===== src/rtl/serial_subtractor_pkg.sv =====
// Shared types and helpers for the multi-cycle serial subtractor.
// The FSM encoding is fixed so legacy code can match on the raw 2-bit values.
package serial_subtractor_pkg;

    localparam logic [1:0] S_IDLE = 2'd0;
    localparam logic [1:0] S_RUN  = 2'd1;
    localparam logic [1:0] S_DONE = 2'd2;

    typedef enum logic [1:0] {
        IDLE = S_IDLE,
        RUN  = S_RUN,
        DONE = S_DONE
    } state_t;

    // One spare bit so the counter can hold N itself without wrapping.
    function automatic int cnt_width(input int n);
        return $clog2(n) + 1;
    endfunction

endpackage


===== src/rtl/serial_subtractor_fs.sv =====
// Single-bit full subtractor cell: d = x - y - bi, bo = borrow out.
module fs_cell (
    input  logic x,
    input  logic y,
    input  logic bi,
    output logic d,
    output logic bo
);

    assign d  = x ^ y ^ bi;
    assign bo = (~x & y) | (bi & ~(x ^ y));

endmodule


===== src/rtl/serial_subtractor.sv =====
// Serial subtractor: diff = a - b - bin, BITS_PER_CYCLE bits per clock.
// Define SERSUB_OVERFLOW_EN to add the two's-complement overflow output ovf.
module serial_subtractor
    import serial_subtractor_pkg::*;
#(
    parameter int WIDTH          = 8,
    parameter int BITS_PER_CYCLE = 1
) (
    input  logic             clk,
    input  logic             rst,
    input  logic             start,
    input  logic [WIDTH-1:0] a,
    input  logic [WIDTH-1:0] b,
    input  logic             bin,
    output logic             busy,
    output logic             done,
    output logic [WIDTH-1:0] diff,
    output logic             bout
`ifdef SERSUB_OVERFLOW_EN
    ,
    output logic             ovf
`endif
);

    localparam int BPC_SAFE = (BITS_PER_CYCLE < 1) ? 1 : BITS_PER_CYCLE;
    localparam int N        = WIDTH / BPC_SAFE;
    localparam int CW       = cnt_width(N);

    generate
        if (BITS_PER_CYCLE < 1) begin : g_bpc_err
            $error("serial_subtractor: BITS_PER_CYCLE must be >= 1");
        end else if (WIDTH < 1 || (WIDTH % BITS_PER_CYCLE) != 0) begin : g_width_err
            $error("serial_subtractor: BITS_PER_CYCLE must divide WIDTH");
        end
    endgenerate

    state_t                    state;
    logic [WIDTH-1:0]          ad_sr;
    logic [WIDTH-1:0]          b_sr;
    logic                      borrow;
    logic [CW-1:0]             cnt;
    logic [BITS_PER_CYCLE-1:0] chunk_x;
    logic [BITS_PER_CYCLE-1:0] chunk_y;
    logic [BITS_PER_CYCLE-1:0] chunk_d;
    logic [BITS_PER_CYCLE:0]   chain;
    logic [WIDTH-1:0]          diff_nxt;
    logic                      accept;
    logic                      last;

    assign busy    = (state == RUN);
    assign done    = (state == DONE);
    assign accept  = start && (state != RUN);
    assign last    = (cnt == CW'(N - 1));

    assign chunk_x  = ad_sr[BITS_PER_CYCLE-1:0];
    assign chunk_y  = b_sr[BITS_PER_CYCLE-1:0];
    assign chain[0] = borrow;

    generate
        for (genvar i = 0; i < BITS_PER_CYCLE; i++) begin : g_cell
            fs_cell u_cell (
                .x  (chunk_x[i]),
                .y  (chunk_y[i]),
                .bi (chain[i]),
                .d  (chunk_d[i]),
                .bo (chain[i+1])
            );
        end
    endgenerate

    // Minuend bits leave at the LSB while difference bits enter at the MSB,
    // so one register serves as both the a operand and the partial result.
    generate
        if (N == 1) begin : g_single
            assign diff_nxt = chunk_d;
        end else begin : g_multi
            assign diff_nxt = {chunk_d, ad_sr[WIDTH-1:BITS_PER_CYCLE]};
        end
    endgenerate

    always_ff @(posedge clk or posedge rst) begin
        if (rst) begin
            state  <= IDLE;
            ad_sr  <= '0;
            b_sr   <= '0;
            borrow <= 1'b0;
            cnt    <= '0;
        end else begin
            case (state)
                RUN: begin
                    ad_sr  <= diff_nxt;
                    b_sr   <= b_sr >> BITS_PER_CYCLE;
                    borrow <= chain[BITS_PER_CYCLE];
                    cnt    <= cnt + 1'b1;
                    if (last) begin
                        state <= DONE;
                    end
                end
                default: begin
                    if (accept) begin
                        ad_sr  <= a;
                        b_sr   <= b;
                        borrow <= bin;
                        cnt    <= '0;
                        state  <= RUN;
                    end else begin
                        state <= IDLE;
                    end
                end
            endcase
        end
    end

    always_ff @(posedge clk or posedge rst) begin
        if (rst) begin
            diff <= '0;
            bout <= 1'b0;
        end else if (busy && last) begin
            diff <= diff_nxt;
            bout <= chain[BITS_PER_CYCLE];
        end
    end

`ifdef SERSUB_OVERFLOW_EN
    logic a_msb;
    logic b_msb;

    always_ff @(posedge clk or posedge rst) begin
        if (rst) begin
            a_msb <= 1'b0;
            b_msb <= 1'b0;
            ovf   <= 1'b0;
        end else begin
            if (accept) begin
                a_msb <= a[WIDTH-1];
                b_msb <= b[WIDTH-1];
            end
            if (busy && last) begin
                ovf <= (a_msb ^ b_msb) & (a_msb ^ diff_nxt[WIDTH-1]);
            end
        end
    end
`endif

endmodule

===== config.mk =====
export PLATFORM = sky130hd
export DESIGN_NAME = serial_subtractor
export DESIGN_NICKNAME = d
export VERILOG_FILES = /design/src/rtl/serial_subtractor_pkg.sv /design/src/rtl/serial_subtractor_fs.sv /design/src/rtl/serial_subtractor.sv
export SDC_FILE = /design/constraint.sdc
export NUM_CORES = 1
export LEC_CHECK = 0
export BUFFER_PORTS_ARGS = -buffer_cell sky130_fd_sc_hd__buf_2
export CORE_ASPECT_RATIO = 0.9
export CORE_MARGIN = 5
export CORE_UTILIZATION = 53
export DETAILED_ROUTE_END_ITERATION = 6
export PLACE_DENSITY_LB_ADDON = 0.1
export SKIP_CTS_REPAIR_TIMING = 1
export SYNTH_ARGS = -nofsm -noshare
export SYNTH_HDL_FRONTEND = slang
export SYNTH_SLANG_ARGS = --single-unit

===== constraint.sdc =====
create_clock -name clk -period 1.8 [get_ports clk]
set_input_delay 0.36 -clock clk [delete_from_list [all_inputs] [get_ports clk]]
set_output_delay 0.36 -clock clk [all_outputs]
set_load 0.01 [all_outputs]

======== After elaboration in Yosys (flattened, before gate mapping) ========
Cells that the tools add are included.
word-level totals
  memories ................................ 0
  input bits .............................. 20
  memory bits (read-only) ................. 0
  output and inout bits ................... 11
  bits in latches ......................... 0
  word-level logic and storage cells ...... 34
  register bits after elaboration ......... 32
  memory bits (writable) .................. 0
cells by class
  order comparisons ....................... 0
  add/sub/neg operators ................... 1
  div/mod/pow operators ................... 0
  equal/unequal tests ..................... 5
  bitwise logic cells ..................... 7
  mux-type cells .......................... 11
  reductions and logical operators ........ 3
  shifts and indexed selects .............. 0
  $mul .................................... 0
operator list
  kind                   count
  $mux W8                4
  $mux W4                2
  $add A4 B1 Y4 const B  1
  $eq A4 B3 Y1 const B   1
  $mux W2                2
  $ne A2 B1 Y1 const B   2
  $mux W1                3
  $and A1 B1 Y1          2
  $eq A2 B1 Y1 const B   1
  $eq A2 B2 Y1 const B   1
  $logic_and A1 B1 Y1    2
  $not A1 Y1             2
  $reduce_bool A2 Y1     1
  $xor A1 B1 Y1          2
  $or A1 B1 Y1           1

======== Depth between registers and ports, before layout ========
Gate-level depths: netlist (run 1).
  depth after elaboration ................. 5
  gate-level depth with buffers ........... 5
  depth with buffers taken out ............ 4

======== Modules after synthesis ========
From an unflattened synthesis (run 1), not the netlist that was laid out.
unflattened totals
  cells, all modules ...................... 122
  area total of the unflattened synthesis .. 1468.9 um^2
modules (own cells, without submodules)
  module             cells each  times used  area each (um^2)  seq. area each (um^2)
  serial_subtractor  118         1           1437.6            800.8
  fs_cell            4           1           31.3              0.0

======== Least setup slack after synthesis (run 1) ========
Ideal clock, no wire load.
  kind .................................... flip-flop to flip-flop
  start ................................... reg state[1]
  end ..................................... reg diff[0]
  data arrival time ....................... 1.281 ns
  clock period less this slack ............ 1.406 ns
  library setup time ...................... 0.125 ns
  cell stages (with the launch flop) ...... 6
  buffers on the path ..................... 2
  slack ................................... 0.394 ns
  cell sequence ........................... dfrtp_1 -> nor2b_4 -> buf_6 -> and4b_4 -> buf_8 -> mux2_4
between the ends
  longest elaborated chain between the ends .. 2
RTL lines
  element                 RTL line                  source
  start, declared         serial_subtractor.sv:37   state_t state;
  start signal, assigned  serial_subtractor.sv:83   state <= IDLE;
  start signal, assigned  serial_subtractor.sv:96   state <= DONE;
  start signal, assigned  serial_subtractor.sv:105  state <= RUN;
  $eq A2 B1 Y1            serial_subtractor.sv:50   assign busy = (state == RUN);
  $logic_and A1 B1 Y1     serial_subtractor.sv:118  end else if (busy && last) begin
  end signal, assigned    serial_subtractor.sv:119  diff <= diff_nxt;
  end, declared           serial_subtractor.sv:17   output logic [WIDTH-1:0] diff,
No other way between the ends.
A chain may end at the register's enable or synchronous reset.

======== Worst setup path after layout (run 1) ========
  start ................................... reg state[1]
  end ..................................... out busy
between the ends
  longest elaborated chain between the ends .. 1
RTL lines
  element        RTL line                 source
  $eq A2 B1 Y1   serial_subtractor.sv:50
  end, declared  serial_subtractor.sv:15  output logic busy,
No other way between the ends.

==> run_results.csv, run 1 <==
group,metric,value,unit
outcome,status,"completed",
synthesis,syn_area,1460,µm²
synthesis,synth-seq-cells,32,
run,cap_viol_max_count,0,
detailed_routing,met3_length,156,µm
finish,stdcell_area,1720,µm²
synthesis,ys_seq_area_share,54.7,%
grt,grt_usage,14.6,%
sta,grt_setup_unrepaired,"no",
worst_setup_path,cp-end-kind,"primary output",
sta,setup_viol,0,
synthesis,syn_nets,144,
sta,skew,0.00955,ns
worst_setup_path,critPathMaxFanout,30,
place,dpl_cell_area,1620,µm²
clock_tree,cts_max_level,2,
detailed_routing,antenna_left,0,
finish,fin_util,63.7,%
finish,diodes,0,
grt,antenna_found_initial,0,
floorplan,boundaryPins,31,
clock_tree,cts_sinks,32,
place,pre_cts_ws,0.330,ns
finish,drive_above_1_share,34.2,%
sta,clock.fmax,0.616,GHz
detailed_routing,drt_wl_total,2510,µm
place,place.gp.congestion,0.676,
sta,hold_viol_final,0,
clock_tree,path_clk_slew,0.10,ns
hold_path,hp-class,"input pin to async pin",
grt,grt_max_degree,33,
detailed_routing,drcViolationCount,0,
worst_setup_path,critPathLaunchType,"flip-flop",
finish,final_cells,185,
sta,slew_viol_final,0,
synthesis,synth_top_area_share,54.7,%
detailed_routing,wl_met2,1260,µm
clock_tree,root_buffer,"clkbuf_4",
floorplan,floorplan.initialDensity,54.2,%
sta,worst_pin_slew,0.576,ns
place,io_buffer_count,30,
worst_setup_path,crit_required,1.44,ns
detailed_routing,dr.first_iter.drc_count,48,
synthesis,synth_cells,122,
synthesis,yosysUniqueCellTypes,23,
finish,area_growth,17.5,%
detailed_routing,dr.pass1.iters,2,
synthesis,synth_area_per_cell,12.0,µm²
clock_tree,cts_tree,"built",
detailed_routing,top_layer_used,"met4",
sta,timing.final.crit_share,90.1,%
floorplan,dieArea,3910,µm²
detailed_routing,vias_per_cell,5.19,
grt,grt_first_pass_wirelength,4230,µm
clock_tree,clk_path_buf_depth,2,
finish,final_common_cell,"dfrtp_1",
clock_tree,numCtsBuffers,5,
floorplan,dieHeight,59.9,µm
finish,layout_common_cells,"dfrtp_1 (32), buf_2 (30), mux2i_1 (18), nand2_1 (18), o21ai_0 (16)",
power_and_ir_drop,ir_worst_vdd,1.01,mV
detailed_routing,met1_length,1080,µm
worst_setup_path,cp_slowest_stage_delay,0.42,ns
synthesis,ys_top_cells_by_area,"dfrtp_1 (55%), mux2i_1 (12%), mux2_4 (7.2%)",
detailed_routing,vias,960,
detailed_routing,wire_per_inst,13.5,µm
floorplan,core-area,2700,µm²
floorplan,rows,18,
power_and_ir_drop,leakage,0.881,nW
sta,post-route-min-period,1.62,ns
synthesis,synth_top_area_cell,"dfrtp_1",
place,dpl.hpwl,1760,µm
grt,grt_pass1_vias,964,
place,placedCellCount,177,
sta,finalSetupTns,0,ns
sta,relSlewSlack,61.6,%
synthesis,yosysWarnings,0,
grt,gr-total-overflow,0,
worst_setup_path,crit_arrival,1.26,ns
floorplan,die-width,65.4,µm
worst_setup_path,path_cells,"nor2b_4 > buf_6 > buf_2",
clock_tree,clk-insertion-delay-late,0.32,ns
worst_setup_path,worstSetupPathType,"flip-flop to primary output",
sta,fin_ws,0.178,ns
power_and_ir_drop,power.density,1750,nW/µm²
finish,layout.nets,176,
worst_setup_path,slowest_stage,"dfrtp_1",
==> kinds of logic after synthesis <==
| group | count (synthesis) | share of synthesized area [%] |
|---|---|---|
| AOI/OAI and AO/OA | 21 | 7.78 |
| and+or+nand+nor | 27 | 8.89 |
| DFF | 32 | 54.7 |
| buffers and inverters | 12 | 4.61 |
| adders and majority gates | 2 | 2.22 |
| muxes | 28 | 21.8 |
==> cell usage after synthesis (all sizes together) <==
| library cell | instances |
|---|---|
| dfrtp | 32 |
| mux2i | 18 |
| nand2 | 18 |
| o21ai | 16 |
| mux2 | 10 |
| buf | 5 |
| inv | 4 |
| clkbuf | 3 |
| nor2 | 3 |
| nor2b | 3 |
| a21oi | 2 |
| a211oi | 1 |
| a41oi | 1 |
| and4b | 1 |
| fa | 1 |
| ha | 1 |
| nand2b | 1 |
| nand3 | 1 |
| o21a | 1 |
==> state kept, by name (all words and copies together) (netlist names) <==
| register | count |
|---|---|
| ad_sr | 8 |
| cnt | 4 |
| bout | 1 |
| state | 2 |
| b_sr | 8 |
| borrow | 1 |
| diff | 8 |
==> area by class of cell <==
type | count | area [µm²]
Clock buffer | 7 | 65.1
Clock inverter | 1 | 30.0
Fill cell | 234 | 982
Inverter | 4 | 15.0
Multi-Input combinational cell | 78 | 596
Sequential cell | 32 | 801
Tap cell | 30 | 37.5
Timing Repair Buffer | 33 | 176
==> through the flow <==
| step | total power (W) | hold slack (ns) |
|---|---|---|
| 2_1_floorplan | 0.00213 | 0.449 |
| 3_3_place_gp | 0.00237 | 0.460 |
| 3_5_place_dp | 0.00243 | 0.465 |
| 4_1_cts | 0.00304 | 0.103 |
| 5_1_grt | 0.00325 | 0.130 |
| 6_report | 0.00300 | 0.0941 |
==> worst max-delay path, delay by kind of cell, from the launching register on <==
family | cells | cell delay, ns
flops | 1 | 0.42
buf+inv | 2 | 0.39
simple gates | 1 | 0.13
==> metal layers <==
layer	up-vias	global-route usage, %
met3	2	6.95
met4	0	5.33
met2	20	23.8
li1	476	-
met1	462	16.9
met5	-	0
==> report_power, final <==
part | total (W) | switching [W] | internal, W
Sequential | 0.00127 | 0.000214 | 0.00105
Combinational | 0.00114 | 0.000564 | 0.000572
Clock | 0.000601 | 0.000232 | 0.000369
Total | 0.00300 | 0.00101 | 0.00199
==> worst paths after layout <==
kind                       slack [ns]     start  depth (start not counted)      end
setup / recovery                 0.18  state[1]                          3     busy
hold / removal                   0.09       rst                          3  diff[3]
setup reg to reg                 0.33    cnt[0]                          3  diff[6]
hold reg to reg                  0.49   b_sr[2]                          2  b_sr[1]
max in group asynchronous        1.41       rst                          3  b_sr[1]
min in group clk                 0.29      b[7]                          3  b_sr[7]
No activity file was read; power rests on OpenSTA's default activity.
==> run 2: changes to the inputs <==
Settings changed: CORE_UTILIZATION 53 to 57.
Clock period 1.8 ns to 1.9 ns, I/O delays scaled along.
==> run 2 against run 1 <==
  * Worst hold slack better by 0.017 ns
  * First-iteration DRC count down 81%
  * Global-route usage rose by 1.2 points
  * Final area decreased by 1.6%
  * Critical path depth unchanged
  * Utilization up 5.0 points
  * Register-to-register slack improved by 0.08 ns
  * Power down 12%
  * Via count increased by 0.94%
  * Sequential share of layout area grew 0.76 points
  * Setup slack worse by 0.052 ns
  * Clock skew is 0.00097 ns lower
  * Critical path type unchanged
  * Highest routed layer unchanged
==> run_results.csv, run 2 (synthesized netlist as in run 1, its figures left out) <==
group,metric,value,unit
sta,hold_viol_final,0,
power_and_ir_drop,netSwitchingPower,0.000948,W
clock_tree,clk-insertion-delay-late,0.33,ns
worst_setup_path,r2r_start,"cnt[0]",
worst_setup_path,r2r_cells,3,
sta,slew_viol_final,0,
detailed_routing,drt_wl_total,2470,µm
worst_setup_path,rrSetupSlack,0.41,ns
clock_tree,clk_path_buf_depth,2,
sta,setup_viol,0,
place,io_buffer_count,30,
detailed_routing,dr.pass1.iters,2,
worst_setup_path,crit_end,"busy",
detailed_routing,drcViolationCount,0,
worst_setup_path,cp_slowest_stage_delay,0.41,ns
floorplan,boundaryPins,31,
floorplan,dieHeight,58.1,µm
power_and_ir_drop,p_sw_share,35.9,%
finish,layout_common_cells,"dfrtp_1 (32), buf_2 (30), mux2i_1 (18), nand2_1 (18), o21ai_0 (16)",
place,dpl.hpwl,1780,µm
detailed_routing,wire_per_inst,13.5,µm
detailed_routing,vias,969,
detailed_routing,antenna_left,0,
sta,relSlewSlack,74.1,%
clock_tree,cts_max_level,2,
floorplan,rows,17,
grt,gr-total-overflow,0,
outcome,status,"completed",
worst_setup_path,slowest_stage,"dfrtp_1",
worst_setup_path,critPathMaxFanout,43,
finish,area_growth,15.6,%
worst_setup_path,cp-end-kind,"primary output",
worst_setup_path,critPathLaunchType,"flip-flop",
grt,grt_max_degree,44,
place,place.gp.congestion,0.717,
finish,final_common_cell,"dfrtp_1",
sta,grt_setup_unrepaired,"no",
sta,worst_pin_slew,0.388,ns
detailed_routing,vias_per_cell,5.30,
worst_setup_path,path_cells,"nor2b_4 > buf_4 > buf_2",
sta,timing.final.crit_share,93.4,%
sta,finalSetupTns,0,ns
power_and_ir_drop,internal_power,0.00169,W
floorplan,die-width,63.4,µm
worst_setup_path,path_depth,3,
clock_tree,root_buffer,"clkbuf_4",
grt,grt_first_pass_wirelength,4510,µm
grt,antenna_found_initial,0,
power_and_ir_drop,p_seq_share,45.4,%
finish,top_regs,"ad_sr x8, b_sr x8, diff x8",
grt,grt_usage,15.8,%
worst_setup_path,crit_required,1.52,ns
worst_setup_path,cp-startpoint,"state[1]",
power_and_ir_drop,ir_worst_vdd,1.13,mV
clock_tree,numCtsBuffers,5,
worst_setup_path,worstSetupPathType,"flip-flop to primary output",
finish,layout.nets,176,
worst_setup_path,critPathBufInv,2,
worst_setup_path,crit_arrival,1.39,ns
finish,diodes,0,
power_and_ir_drop,power_frac_clock,15.0,%
clock_tree,cts_sinks,32,
clock_tree,cts_tree,"built",
power_and_ir_drop,power.density,1560,nW/µm²
sta,post-route-min-period,1.77,ns
detailed_routing,dr.first_iter.drc_count,9,
hold_path,hp-class,"input pin to async pin",
finish,drive_above_1_share,34.2,%
floorplan,core-area,2470,µm²
finish,fin_util,68.6,%
power_and_ir_drop,leakage,0.871,nW
sta,skew,0.00857,ns
floorplan,floorplan.initialDensity,59.3,%
grt,grt_pass1_vias,1047,
worst_setup_path,r2r_end,"diff[6]",
floorplan,dieArea,3680,µm²
sta,clock.fmax,0.564,GHz
power_and_ir_drop,combPwrFrac,39.6,%
run,cap_viol_max_count,0,
worst_setup_path,cpLargestDelayFamily,"buffers and inverters",
clock_tree,path_clk_slew,0.10,ns
## run 2: power groups by stage
stage | combinational (W) | clock (W) | sequential, W
final | 0.00105 | 0.000395 | 0.00120
after global routing | 0.00119 | 0.000458 | 0.00124
after CTS | 0.00107 | 0.000414 | 0.00120
after detailed placement | 0.00107 | 0 | 0.00121
after global placement | 0.00102 | 0 | 0.00120
after floorplan | 0.000812 | 0 | 0.00121
## run 2: final cells by class
| cell class | count | area, µm² |
|---|---|---|
| clock inverter | 2 | 10.0 |
| fill | 200 | 774 |
| tap | 28 | 35.0 |
| inverter | 4 | 15.0 |
| multi-input combinational | 78 | 596 |
| sequential | 32 | 801 |
| clock buffer | 6 | 51.3 |
| timing repair buffer | 33 | 185 |
## run 2: layer usage
layer	up-vias	share of wire (%)	GRT usage (%)	wire length [µm]
met2	24	48	25.8	1200
met4	0	1.9	8.01	46
met5	-	0	0	0
met1	460	44	18.3	1080
li1	480	-	-	-
met3	5	6.1	5.81	151
## run 2: worst register-to-register path, delay by kind of cell (launching register included)
family / cells / cell delay [ns]
and+or+nand+nor: 1 / 0.40
muxes: 1 / 0.36
DFF: 1 / 0.41
adders and majority gates: 1 / 0.21
## run 2: worst min path at each step
stage | start | to | slack, ns | cells after the start
6_report | rst | ad_sr[5] | 0.11 | 3
5_1_grt | rst | diff[5] | 0.14 | 3
4_1_cts | rst | diff[5] | 0.10 | 3
3_5_place_dp | b_sr[1] | b_sr[0] | 0.47 | 2
3_3_place_gp | b_sr[2] | b_sr[1] | 0.46 | 2
2_1_floorplan | b_sr[1] | b_sr[0] | 0.45 | 2
## run 2: stage by stage
stage               hold WS (ns)  setup slack (ns)  instance area, µm²  total power [W]  std cells
floorplan                  0.449             0.494                1460          0.00202        122
global placement           0.459             0.468                1630          0.00222        175
detailed placement         0.475             0.426                1630          0.00228        175
CTS                        0.103            0.0995                1690          0.00269        183
global route               0.136          0.000209                1690          0.00289        183
finish                     0.111             0.125                1690          0.00264        183
==> run 3: changes to the inputs <==
Settings changed: CORE_ASPECT_RATIO 0.9 to 1.2, CORE_MARGIN 5 to 3.
==> run 3 against run 2 <==
  * Largest cell class unchanged
  * Sequential cell count did not move
  * Register-to-register slack improved by 0.04 ns
  * Utilization rose by 3.0 points
  * Worst hold slack got worse by 0.0098 ns
  * Critical endpoint unchanged
  * Combinational power barely moved
==> run_results.csv, run 3 (synthesized netlist as in run 1, its figures left out) <==
group,metric,value,unit
hold_path,hp-class,"input pin to async pin",
clock_tree,clk-insertion-delay-late,0.34,ns
finish,seq_area,801,µm²
clock_tree,cts_tree,"built",
finish,layout.nets,176,
sta,slew_viol_final,0,
worst_setup_path,critPathMaxFanout,28,
grt,grt_util_met1,23.6,%
sta,finalSetupTns,0,ns
outcome,status,"completed",
floorplan,rows,19,
worst_setup_path,cp-end-kind,"primary output",
run,cap_viol_max_count,0,
power_and_ir_drop,leakage,0.869,nW
sta,grt_setup_unrepaired,"no",
sta,hold_viol_final,0,
grt,busiest_layer,"met2",
detailed_routing,drt_wl_total,2620,µm
floorplan,boundaryPins,31,
worst_setup_path,path_cells,"nor2b_4 > buf_4 > buf_2",
floorplan,dieHeight,61.5,µm
grt,antenna_found_initial,0,
detailed_routing,wire_per_inst,14.1,µm
power_and_ir_drop,ir_worst_vdd,1.15,mV
worst_setup_path,slowest_stage,"dfrtp_1",
grt,use_met3,6.54,%
worst_setup_path,crit_required,1.52,ns
finish,diodes,0,
detailed_routing,antenna_left,0,
worst_setup_path,r2r_cells,3,
detailed_routing,dr.first_iter.drc_count,13,
detailed_routing,vias_per_cell,5.37,
floorplan,die-width,52.3,µm
floorplan,dieArea,3210,µm²
grt,grt_first_pass_wirelength,4460,µm
sta,worst_pin_slew,0.581,ns
sta,setup_viol,0,
finish,layout_common_cells,"dfrtp_1 (32), buf_2 (30), mux2i_1 (18), nand2_1 (18), o21ai_0 (16)",
sta,relSlewSlack,61.2,%
finish,drive_above_1_share,34.2,%
detailed_routing,drcViolationCount,0,
detailed_routing,vias,998,
worst_setup_path,cp-startpoint,"state[1]",
finish,top_regs,"ad_sr x8, b_sr x8, diff x8",
finish,multi_input_area,596,µm²
grt,grt_use_met2,32.3,%
place,placedCellCount,178,
finish,final_common_cell,"dfrtp_1",
clock_tree,cts_max_level,2,
floorplan,core-area,2380,µm²
worst_setup_path,critPathLaunchType,"flip-flop",
sta,clock.fmax,0.588,GHz
clock_tree,clk_path_buf_depth,2,
grt,grt_usage,19.5,%
sta,post-route-min-period,1.70,ns
clock_tree,cts_sinks,32,
clock_tree,root_buffer,"clkbuf_4",
finish,area_growth,16.3,%
place,place.gp.congestion,0.657,
clock_tree,numCtsBuffers,5,
grt,grt_max_degree,33,
finish,final_cells,186,
sta,skew,0.0133,ns
worst_setup_path,crit_arrival,1.32,ns
worst_setup_path,r2r_start,"cnt[0]",
place,io_buffer_count,30,
grt,gr-total-overflow,0,
worst_setup_path,cp_slowest_stage_delay,0.42,ns
finish,fillers,198,
detailed_routing,dr.pass1.iters,4,
clock_tree,path_clk_slew,0.11,ns
place,dpl.hpwl,1760,µm
power_and_ir_drop,power.density,1650,nW/µm²
sta,timing.final.crit_share,89.5,%
floorplan,floorplan.initialDensity,61.6,%
worst_setup_path,worstSetupPathType,"flip-flop to primary output",
grt,grt_pass1_vias,1021,
==> run 3: cell count changes in the layout (fill, tap and decap cells not counted), sizes merged <==
cell / change
clkinvlp: +1
bufinv: +1
clkinv: -1
clkbuf: -1
==> run 3: routing by layer <==
| metal | share of wire (%) | vias up |
|---|---|---|
| li1 | - | 477 |
| met1 | 45 | 491 |
| met2 | 49 | 26 |
| met3 | 4.8 | 4 |
| met4 | 1.2 | 0 |
| met5 | 0 | - |
==> run 3: final timing paths <==
check,end,slack (ns)
min in group clk,b_sr[7],0.30
setup / recovery,busy,0.20
max in group asynchronous,b_sr[2],1.49
setup reg to reg,diff[6],0.45
hold / removal,diff[2],0.10
hold reg to reg,b_sr[1],0.49
==> run 3: worst max-delay path, delay by kind of cell (launching register included) <==
| kind | cells | cell delay [ns] |
|---|---|---|
| buf+inv | 2 | 0.45 |
| simple gates | 1 | 0.11 |
| flops | 1 | 0.42 |
==> run 3: through the flow <==
step | worst slack [ns] | cell area (µm²) | power (W) | utilization [%] | hold WS (ns)
6_report | 0.199 | 1700 | 0.00280 | 71.6 | 0.101
5_1_grt | 0.0875 | 1700 | 0.00305 | 71.6 | 0.126
3_5_place_dp | 0.451 | 1620 | 0.00230 | 68.3 | 0.469
2_1_floorplan | 0.494 | 1460 | 0.00202 | - | 0.449
4_1_cts | 0.188 | 1700 | 0.00283 | 71.6 | 0.112
3_3_place_gp | 0.478 | 1620 | 0.00224 | 68.3 | 0.459
==> run 3: area by class of cell <==
type,count,share of cell area (%)
repair buffers,33,10.1
clock inverters,3,2.50
flip-flops and latches,32,47.0
well taps,31,2.28
clock buffers,5,2.20
multi-input cells,78,35.0
inverters,4,0.882
==> run 3: report_power, final <==
part	internal (W)	switching (W)	total (W)
clock	0.000274	0.000249	0.000523
sequential	0.000997	0.000205	0.00120
combinational	0.000533	0.000543	0.00108
total	0.00180	0.000997	0.00280
